### src/rtl/ft601_fifo_master_pkg.sv
// ---------------------------------------------------------------------------
// ft601_fifo_master_pkg
// Shared types for the FT601 synchronous 245-FIFO bus master.
//   ft_state_e : bus master phases (idle, write burst, read turnaround,
//                read burst, read release, final release)
//   ft_dir_e   : direction of the most recent burst, used for round-robin
//                arbitration when both directions are pending
// ---------------------------------------------------------------------------
package ft601_fifo_master_pkg;

   typedef enum logic [2:0] {
      FT_IDLE   = 3'd0,
      FT_WR     = 3'd1,
      FT_RD_OE  = 3'd2,
      FT_RD     = 3'd3,
      FT_RD_END = 3'd4,
      FT_TURN   = 3'd5
   } ft_state_e;

   typedef enum logic {
      FT_DIR_RD = 1'b0,
      FT_DIR_WR = 1'b1
   } ft_dir_e;

endpackage

### src/rtl/ft601_fifo_master.sv
// ---------------------------------------------------------------------------
// ft601_fifo_master
// Synchronous 245-FIFO bus master for the FT601 USB3 bridge (ft_clk domain).
// Moves words from the A2F stream onto ft_data (writes to the chip) and from
// ft_data into the F2A stream (reads from the chip). Pad tristates are split:
// the top level drives ft_data/ft_be as (ft_data_oe ? o : 'z).
//
// Ports
//   clk, reset            ft_clk and synchronous active-high reset
//   ft_txe_n, ft_rxf_n    chip TX-not-full / RX-not-empty flags (active low)
//   ft_oe_n/rd_n/wr_n     chip output enable, read and write strobes
//   ft_data_i/o, ft_be_i/o, ft_data_oe   bus sample, drive value, drive enable
//   tx_data/valid/ready   A2F show-ahead head word; tx_ready pops it
//   rx_data/be/wr         F2A push port (registered)
//   rx_afull              F2A has fewer than 4 free words
//   tx_words, rx_words    wrapping word counters per direction
// ---------------------------------------------------------------------------
module ft601_fifo_master
   import ft601_fifo_master_pkg::*;
#(
   parameter int DW        = 32,
   parameter int MAX_BURST = 32,
   parameter int CNT_W     = 32
) (
   input  logic              clk,
   input  logic              reset,
   input  logic              ft_txe_n,
   input  logic              ft_rxf_n,
   output logic              ft_oe_n,
   output logic              ft_rd_n,
   output logic              ft_wr_n,
   input  logic [DW-1:0]     ft_data_i,
   output logic [DW-1:0]     ft_data_o,
   output logic              ft_data_oe,
   input  logic [DW/8-1:0]   ft_be_i,
   output logic [DW/8-1:0]   ft_be_o,
   input  logic [DW-1:0]     tx_data,
   input  logic              tx_valid,
   output logic              tx_ready,
   output logic [DW-1:0]     rx_data,
   output logic [DW/8-1:0]   rx_be,
   output logic              rx_wr,
   input  logic              rx_afull,
   output logic [CNT_W-1:0]  tx_words,
   output logic [CNT_W-1:0]  rx_words
);

   localparam int BW   = DW / 8;
   localparam int BC_W = $clog2(MAX_BURST) + 1;
   localparam logic [BC_W-1:0] BURST_MAX = BC_W'(MAX_BURST);

   ft_state_e         state_q, state_d;
   ft_dir_e           last_dir_q, last_dir_d;
   logic [BC_W-1:0]   burst_q, burst_d;
   logic [BC_W-1:0]   burst_inc;
   logic [CNT_W-1:0]  tx_words_q, tx_words_d;
   logic [CNT_W-1:0]  rx_words_q, rx_words_d;
   logic [DW-1:0]     rx_data_q, rx_data_d;
   logic [BW-1:0]     rx_be_q, rx_be_d;
   logic              rx_wr_q, rx_wr_d;
   logic              wr_req;
   logic              rd_req;

   // The write data path is a straight feed of the A2F head word; it only
   // reaches the pads while ft_data_oe is high.
   assign ft_data_o = tx_data;
   assign ft_be_o   = '1;

   assign rx_data  = rx_data_q;
   assign rx_be    = rx_be_q;
   assign rx_wr    = rx_wr_q;
   assign tx_words = tx_words_q;
   assign rx_words = rx_words_q;

   always_comb begin
      state_d    = state_q;
      last_dir_d = last_dir_q;
      burst_d    = burst_q;
      tx_words_d = tx_words_q;
      rx_words_d = rx_words_q;
      rx_data_d  = rx_data_q;
      rx_be_d    = rx_be_q;
      rx_wr_d    = 1'b0;
      ft_oe_n    = 1'b1;
      ft_rd_n    = 1'b1;
      ft_wr_n    = 1'b1;
      ft_data_oe = 1'b0;
      tx_ready   = 1'b0;
      wr_req     = tx_valid & ~ft_txe_n;
      rd_req     = ~ft_rxf_n & ~rx_afull;
      burst_inc  = burst_q + BC_W'(1);

      unique case (state_q)
         FT_IDLE: begin
            // Round robin: with both sides pending, go opposite last burst.
            if (wr_req && (!rd_req || last_dir_q == FT_DIR_RD)) begin
               state_d = FT_WR;
            end else if (rd_req) begin
               state_d = FT_RD_OE;
            end
         end

         FT_WR: begin
            ft_data_oe = 1'b1;
            ft_wr_n    = ~tx_valid;
            tx_ready   = wr_req;
            last_dir_d = FT_DIR_WR;
            if (wr_req) begin
               tx_words_d = tx_words_q + CNT_W'(1);
               burst_d    = burst_inc;
            end
            // A txe_n rise drops tx_ready in the same cycle, so the word
            // stays at the A2F head and is retried in a later burst.
            if (!wr_req || burst_inc == BURST_MAX) begin
               state_d = FT_TURN;
            end
         end

         FT_RD_OE: begin
            // Chip takes the bus one cycle before the first read strobe.
            ft_oe_n = 1'b0;
            state_d = FT_RD;
         end

         FT_RD: begin
            ft_oe_n    = 1'b0;
            ft_rd_n    = 1'b0;
            last_dir_d = FT_DIR_RD;
            if (!ft_rxf_n) begin
               rx_data_d  = ft_data_i;
               rx_be_d    = ft_be_i;
               rx_wr_d    = 1'b1;
               rx_words_d = rx_words_q + CNT_W'(1);
               burst_d    = burst_inc;
            end
            // A word captured on the exit edge with rx_afull already high is
            // still pushed; the F2A free-word margin absorbs it.
            if (ft_rxf_n || rx_afull || burst_inc == BURST_MAX) begin
               state_d = FT_RD_END;
            end
         end

         FT_RD_END: begin
            state_d = FT_TURN;
         end

         FT_TURN: begin
            burst_d = '0;
            state_d = FT_IDLE;
         end

         default: begin
            state_d = FT_IDLE;
         end
      endcase
   end

   always_ff @(posedge clk) begin
      if (reset) begin
         state_q    <= FT_IDLE;
         last_dir_q <= FT_DIR_RD;
         burst_q    <= '0;
         tx_words_q <= '0;
         rx_words_q <= '0;
         rx_data_q  <= '0;
         rx_be_q    <= '0;
         rx_wr_q    <= 1'b0;
      end else begin
         state_q    <= state_d;
         last_dir_q <= last_dir_d;
         burst_q    <= burst_d;
         tx_words_q <= tx_words_d;
         rx_words_q <= rx_words_d;
         rx_data_q  <= rx_data_d;
         rx_be_q    <= rx_be_d;
         rx_wr_q    <= rx_wr_d;
      end
   end

endmodule

### config.mk
export PLATFORM = sky130hd
export DESIGN_NAME = ft601_fifo_master
export DESIGN_NICKNAME = d
export VERILOG_FILES = /design/src/rtl/ft601_fifo_master_pkg.sv /design/src/rtl/ft601_fifo_master.sv
export SDC_FILE = /design/constraint.sdc
export NUM_CORES = 1
export LEC_CHECK = 0
export ABC_AREA = 1
export CAP_MARGIN = 25
export CORE_ASPECT_RATIO = 2
export CORE_MARGIN = 2
export CORE_UTILIZATION = 42
export CTS_BUF_LIST = sky130_fd_sc_hd__clkbuf_8
export CTS_CLUSTER_SIZE = 28
export DETAILED_ROUTE_END_ITERATION = 8
export PLACE_DENSITY = 0.8
export REMOVE_ABC_BUFFERS = 1
export SETUP_SLACK_MARGIN = 0.05
export SKIP_CTS_REPAIR_TIMING = 1
export SLEW_MARGIN = 20
export SYNTH_ARGS = -nofsm -noshare
export SYNTH_HDL_FRONTEND = slang
export SYNTH_SLANG_ARGS = --single-unit
### constraint.sdc
create_clock -name clk -period 1.5 [get_ports clk]
set_clock_uncertainty 0.15 [all_clocks]
set_input_delay 0.45 -clock clk [delete_from_list [all_inputs] [get_ports clk]]
set_output_delay 0.45 -clock clk [all_outputs]
set_load 0.02 [all_outputs]
* Word-level counts from Yosys, hierarchy flattened
Cells that the tools add are included.
** Operators by class
- Eq/ne operators :: 11
- Reduce and logical (&&, ||, !) cells :: 16
- Mux-type cells :: 15
- Bitwise gates (word level) :: 8
- Divide/modulo/power cells :: 0
- Shifts and indexed selects :: 0
- Order comparisons :: 0
- Add/subtract/negate cells :: 3
- $mul :: 0
** Operators by type and width (count)
- adder 32 x 1 -> 32 bit (second input constant) :: 2
- one-hot mux 6 bit (3 select lines) :: 1
- one-hot mux 3 bit (5 select lines) :: 1
- 2-to-1 mux 3 bit :: 4
- 2-to-1 mux 6 bit :: 2
- != test 2 bit (second input constant) :: 4
- adder 6 x 1 -> 6 bit (second input constant) :: 1
- == test 3 x 2 -> 1 bit (second input constant) :: 2
- == test 3 bit (second input constant) :: 2
- == test 6 bit (second input constant) :: 1
- 2-to-1 mux 1 bit :: 6
- inverter 1 bit :: 6
- AND reduction 3 bit :: 2
- logical OR 1 bit :: 4
- AND reduction 2 bit :: 2
- OR reduction 2 bit :: 2
- == test 3 x 1 -> 1 bit (second input constant) :: 1
- logical NOT 3 bit :: 1
- != test 3 bit (second input constant) :: 1
- nonzero test 3 bit :: 1
- AND 1 bit :: 2
- logical NOT 1 bit :: 2
- one-hot mux 1 bit (2 select lines) :: 1
- nonzero test 2 bit :: 1
- logical AND 1 bit :: 1
** Word-level totals
- Memories :: 0
- Memory bits (read-only) :: 0
- Bits of input ports :: 74
- Bits in writable memories :: 0
- Flip-flop bits (word level) :: 111
- Latch bits :: 0

* Depth between registers and ports, before layout
- Word-level depth :: 7
- Mapped depth :: 11
- Depth with buffers taken out :: 11

* Worst setup path before layout
OpenSTA, ideal clock, no wires.
- Kind :: reg2reg
- Start :: register rx_words_q[1] (netlist: rx_words[1])
- End :: register rx_words_q[24] (netlist: rx_words[24])
- Period minus slack after synthesis :: 1722 ps
- Library setup time :: 116 ps
- Arrival time :: 1456 ps
- Required time :: 1234 ps
- Path buffers :: 0
- Stages on the path, launching flop included :: 9
- Slack :: -222 ps
- Cell sequence :: dfxtp_1 ha_1 inv_1 nor2_1 nand4_1 nor2_4 nand2_1 o21ai_0 nor2_1
** Between the ends
- Word-level cells in the longest chain between the ends :: 1
** Ends and longest elaborated chain
- start: declaration :: RTL line ft601_fifo_master.sv:57 : logic [CNT_W-1:0] rx_words_q, rx_words_d;
- start signal: assignment :: RTL line ft601_fifo_master.sv:173 : rx_words_q <= rx_words_d;
- adder 32 x 1 -> 32 bit :: RTL line ft601_fifo_master.sv:133 : rx_words_d = rx_words_q + CNT_W'(1);
No other way between the ends.
A chain may end at the register's enable or synchronous reset.

* Worst setup path after layout
- Start :: register state_q[1]
- End :: register rx_words_q[23] (netlist: rx_words[23])
** Between the ends
- Word-level cells in the longest chain between the ends :: 2
** Ends and longest elaborated chain
- start: declaration :: RTL line ft601_fifo_master.sv:52 : ft_state_e state_q, state_d;
- start signal: assignment :: RTL line ft601_fifo_master.sv:169 : state_q <= state_d;
- == test 3 x 2 -> 1 bit :: RTL line ft601_fifo_master.sv:93 : unique case (state_q)
- AND reduction 2 bit (no line)
No other way between the ends.

==> impl_metrics.json <==
{
  "core-area_sq_um": 13400,
  "drv_slew": 0,
  "drt_iter0_markers": 362,
  "fmax_mhz": 521,
  "routed_wirelength_um": 23000,
  "critPathKind": "register to register",
  "clkPwrFrac_pct": 25.9,
  "initial_core_util_pct": 43.0,
  "track_usage_pct": 25.0,
  "clock_latency_ps": 380,
  "ios": 216,
  "drcViolationCount": 0,
  "netlist_area_sq_um": 5780,
  "routedWlPerCell_um": 17.3,
  "hold_violations": 0,
  "synth.avg_cell_area_sq_um": 6.46,
  "async_flop_share_pct": 0,
  "switchingPower_mw": 2.38,
  "grt_overflow": 0,
  "grt_util_met1_pct": 22.8,
  "grt_use_met3_pct": 8.00,
  "leakagePower_nw": 4.16,
  "clk_path_buf_depth": 2,
  "drtAntennaViolNets": 0,
  "die_h_um": 170,
  "postLayoutCellArea_sq_um": 9810,
  "tns_ps": -25960,
  "htreeDepth": 3,
  "stdcell_count": 1331,
  "slowest_delay_ps": 360,
  "dpl_cell_area_sq_um": 8160,
  "rsz0062_at_grt": "yes",
  "diodes": 0,
  "yosys-top-cells-count": "nand2_1 (230), nor2_1 (213), dfxtp_1 (111), inv_1 (77), o21ai_0 (64)",
  "critical_path_required_ps": 1660,
  "dieArea_sq_um": 14800,
  "p_seq_share_pct": 43.3,
  "cp.arrival_ps": 2080,
  "min_period_ps": 1920,
  "cp-start-kind": "register",
  "grt_first_pass_wirelength_um": 28900,
  "numCtsBuffers": 9,
  "area_growth_pct": 69.7,
  "vias": 7155,
  "worstSetupEndpointType": "register",
  "antenna_found_initial": 0,
  "syn_inst": 895,
  "cts_root_buffer": "clkbuf_8",
  "yosys.cell_count.top_type": "nand2_1",
  "yosysTopAreaCellShare_pct": 38.4,
  "die_w_um": 87.0,
  "gp_congestion": 0.957,
  "synth-seq-cells": 111,
  "port_buffers": 147,
  "fillerInstances": 928,
  "violations": "setup timing",
  "grt_max_degree": 31,
  "fin_util_pct": 73.0,
  "grt_pass1_vias": 6404,
  "drive_above_1_share_pct": 47.7,
  "synthFlopType": "dfxtp_1",
  "yosys_warnings": 0,
  "min_path_type": "register to register",
  "synth_area_leaders": "dfxtp_1 (38%), nand2_1 (15%), nor2_1 (14%)",
  "synth_edf_count": 0,
  "yosysSeqAreaShare_pct": 38.4,
  "worstPathCellList": "buf_6 > buf_6 > nand3_4 > nor2_4 > nand3_4 > nor2_8 > nand2_2 > o21bai_1 > inv_1 > nor2_1",
  "power_density_nw_per_um2": 754,
  "first_pass_iters": 5,
  "multi_input_area_sq_um": 3550,
  "vias_per_cell": 5.38,
  "power_frac_comb_pct": 30.8,
  "tritoncts": "done",
  "clkTransAtPathRegs_ps": 110,
  "dp_hpwl_um": 14700,
  "crit_fanout": 8,
  "setup_slack_ps": -420,
  "grt.met2_usage_pct": 45.9,
  "intPower_mw": 5.02,
  "synth_top_area_cell": "dfxtp_1",
  "place_inst": 1279,
  "setup_viol": 132,
  "rows": 60,
  "holdWs_ps": 327,
  "cts.sinks": 111,
  "cp_slowest_cell": "dfxtp_2",
  "peakVddDrop_mv": 0.867,
  "status": "complete, but fails checks",
  "pre_cts_slack_ps": -1050,
  "period_share_pct": 128,
  "final-seq-area_sq_um": 2410,
  "ys_types": 36,
  "netSwitchingFraction_pct": 32.2,
  "grt-busiest-layer": "met2",
  "total_power_mw": 7.40,
  "nNetsFinal": 1248,
  "maxCapViolCount": 0
}
==> metal layers <==
metal / share of wire (%) / wire length, um
met3: 7.3 / 1680
met4: 6.2 / 1420
met2: 54 / 12400
met1: 32 / 7400
met5: 0.22 / 50
==> kinds of logic (layout without fill, tap and decap cells) <==
kind of cell	count (synthesis)	after routing	synth area share [%]
fa+ha+maj	3	3	0.649
other cells	1	4	0.0649
buf+inv	137	415	11.6
flops	111	111	38.4
compound gates	111	111	9.85
xor+xnor	5	5	0.758
simple gates	527	527	38.6
==> cells in the final DEF, fill, tap and decap left out, drive strengths merged <==
| cell | synthesis | final |
|---|---|---|
| clkdlybuf4s50 | 0 | 38 |
| a21oi | 39 | 39 |
| nand3 | 30 | 30 |
| buf | 45 | 276 |
| clkinv | 1 | 2 |
| o21a | 1 | 1 |
| o21ai | 66 | 66 |
| dlymetal6s2s | 0 | 3 |
| and3 | 1 | 1 |
| o22ai | 1 | 1 |
| clkbuf | 14 | 13 |
| xnor2 | 2 | 2 |
| o21bai | 4 | 4 |
| ha | 3 | 3 |
| clkinvlp | 0 | 1 |
| nand4 | 14 | 14 |
| nor2 | 222 | 222 |
| inv | 77 | 81 |
| nand2 | 233 | 233 |
| and2 | 1 | 1 |
| conb | 1 | 4 |
| dfxtp | 111 | 111 |
| nor3 | 9 | 9 |
| bufinv | 0 | 1 |
| nor3b | 5 | 5 |
| xor2 | 3 | 3 |
| nand3b | 12 | 12 |
==> state kept, by name, indices dropped and copies added (netlist names) <==
| register | count |
|---|---|
| last_dir_q | 1 |
| rx_data | 32 |
| state_q | 3 |
| rx_words | 32 |
| tx_words | 32 |
| burst_q | 6 |
| rx_be | 4 |
| rx_wr | 1 |
==> power by group through the flow <==
stage               logic [mW]  clock network [mW]  registers, mW
floorplan                0.633                   0           3.38
global placement          1.66                   0           3.23
detailed placement        1.68                   0           3.24
CTS                       1.69                1.94           3.17
global route              2.45                2.05           3.22
finish                    2.28                1.91           3.20
==> cell type report <==
type / instances / area share, %
repair buffers: 321 / 32.2
clock buffers: 9 / 1.26
clock inverters: 7 / 0.816
flip-flops and latches: 111 / 24.6
multi-input cells: 650 / 36.2
well taps: 155 / 1.98
inverters: 78 / 3.01
==> critical path: cells and delay by family (launching register included) <==
kind / cells / cell delay, ps
and+or+nand+nor: 6 / 860
DFF: 1 / 360
buffers and inverters: 3 / 320
AOI/OAI and AO/OA: 1 / 160
==> final timing paths <==
| check | from | end | slack (ps) | cells after the start |
|---|---|---|---|---|
| max | state_q[1] | rx_words[23] | -420 | 10 |
| min | rx_words[11] | rx_words[11] | 330 | 1 |
| max reg2reg | state_q[1] | rx_words[23] | -420 | 10 |
| min reg2reg | rx_words[11] | rx_words[11] | 330 | 1 |
No activity file was read; power rests on OpenSTA's default activity.
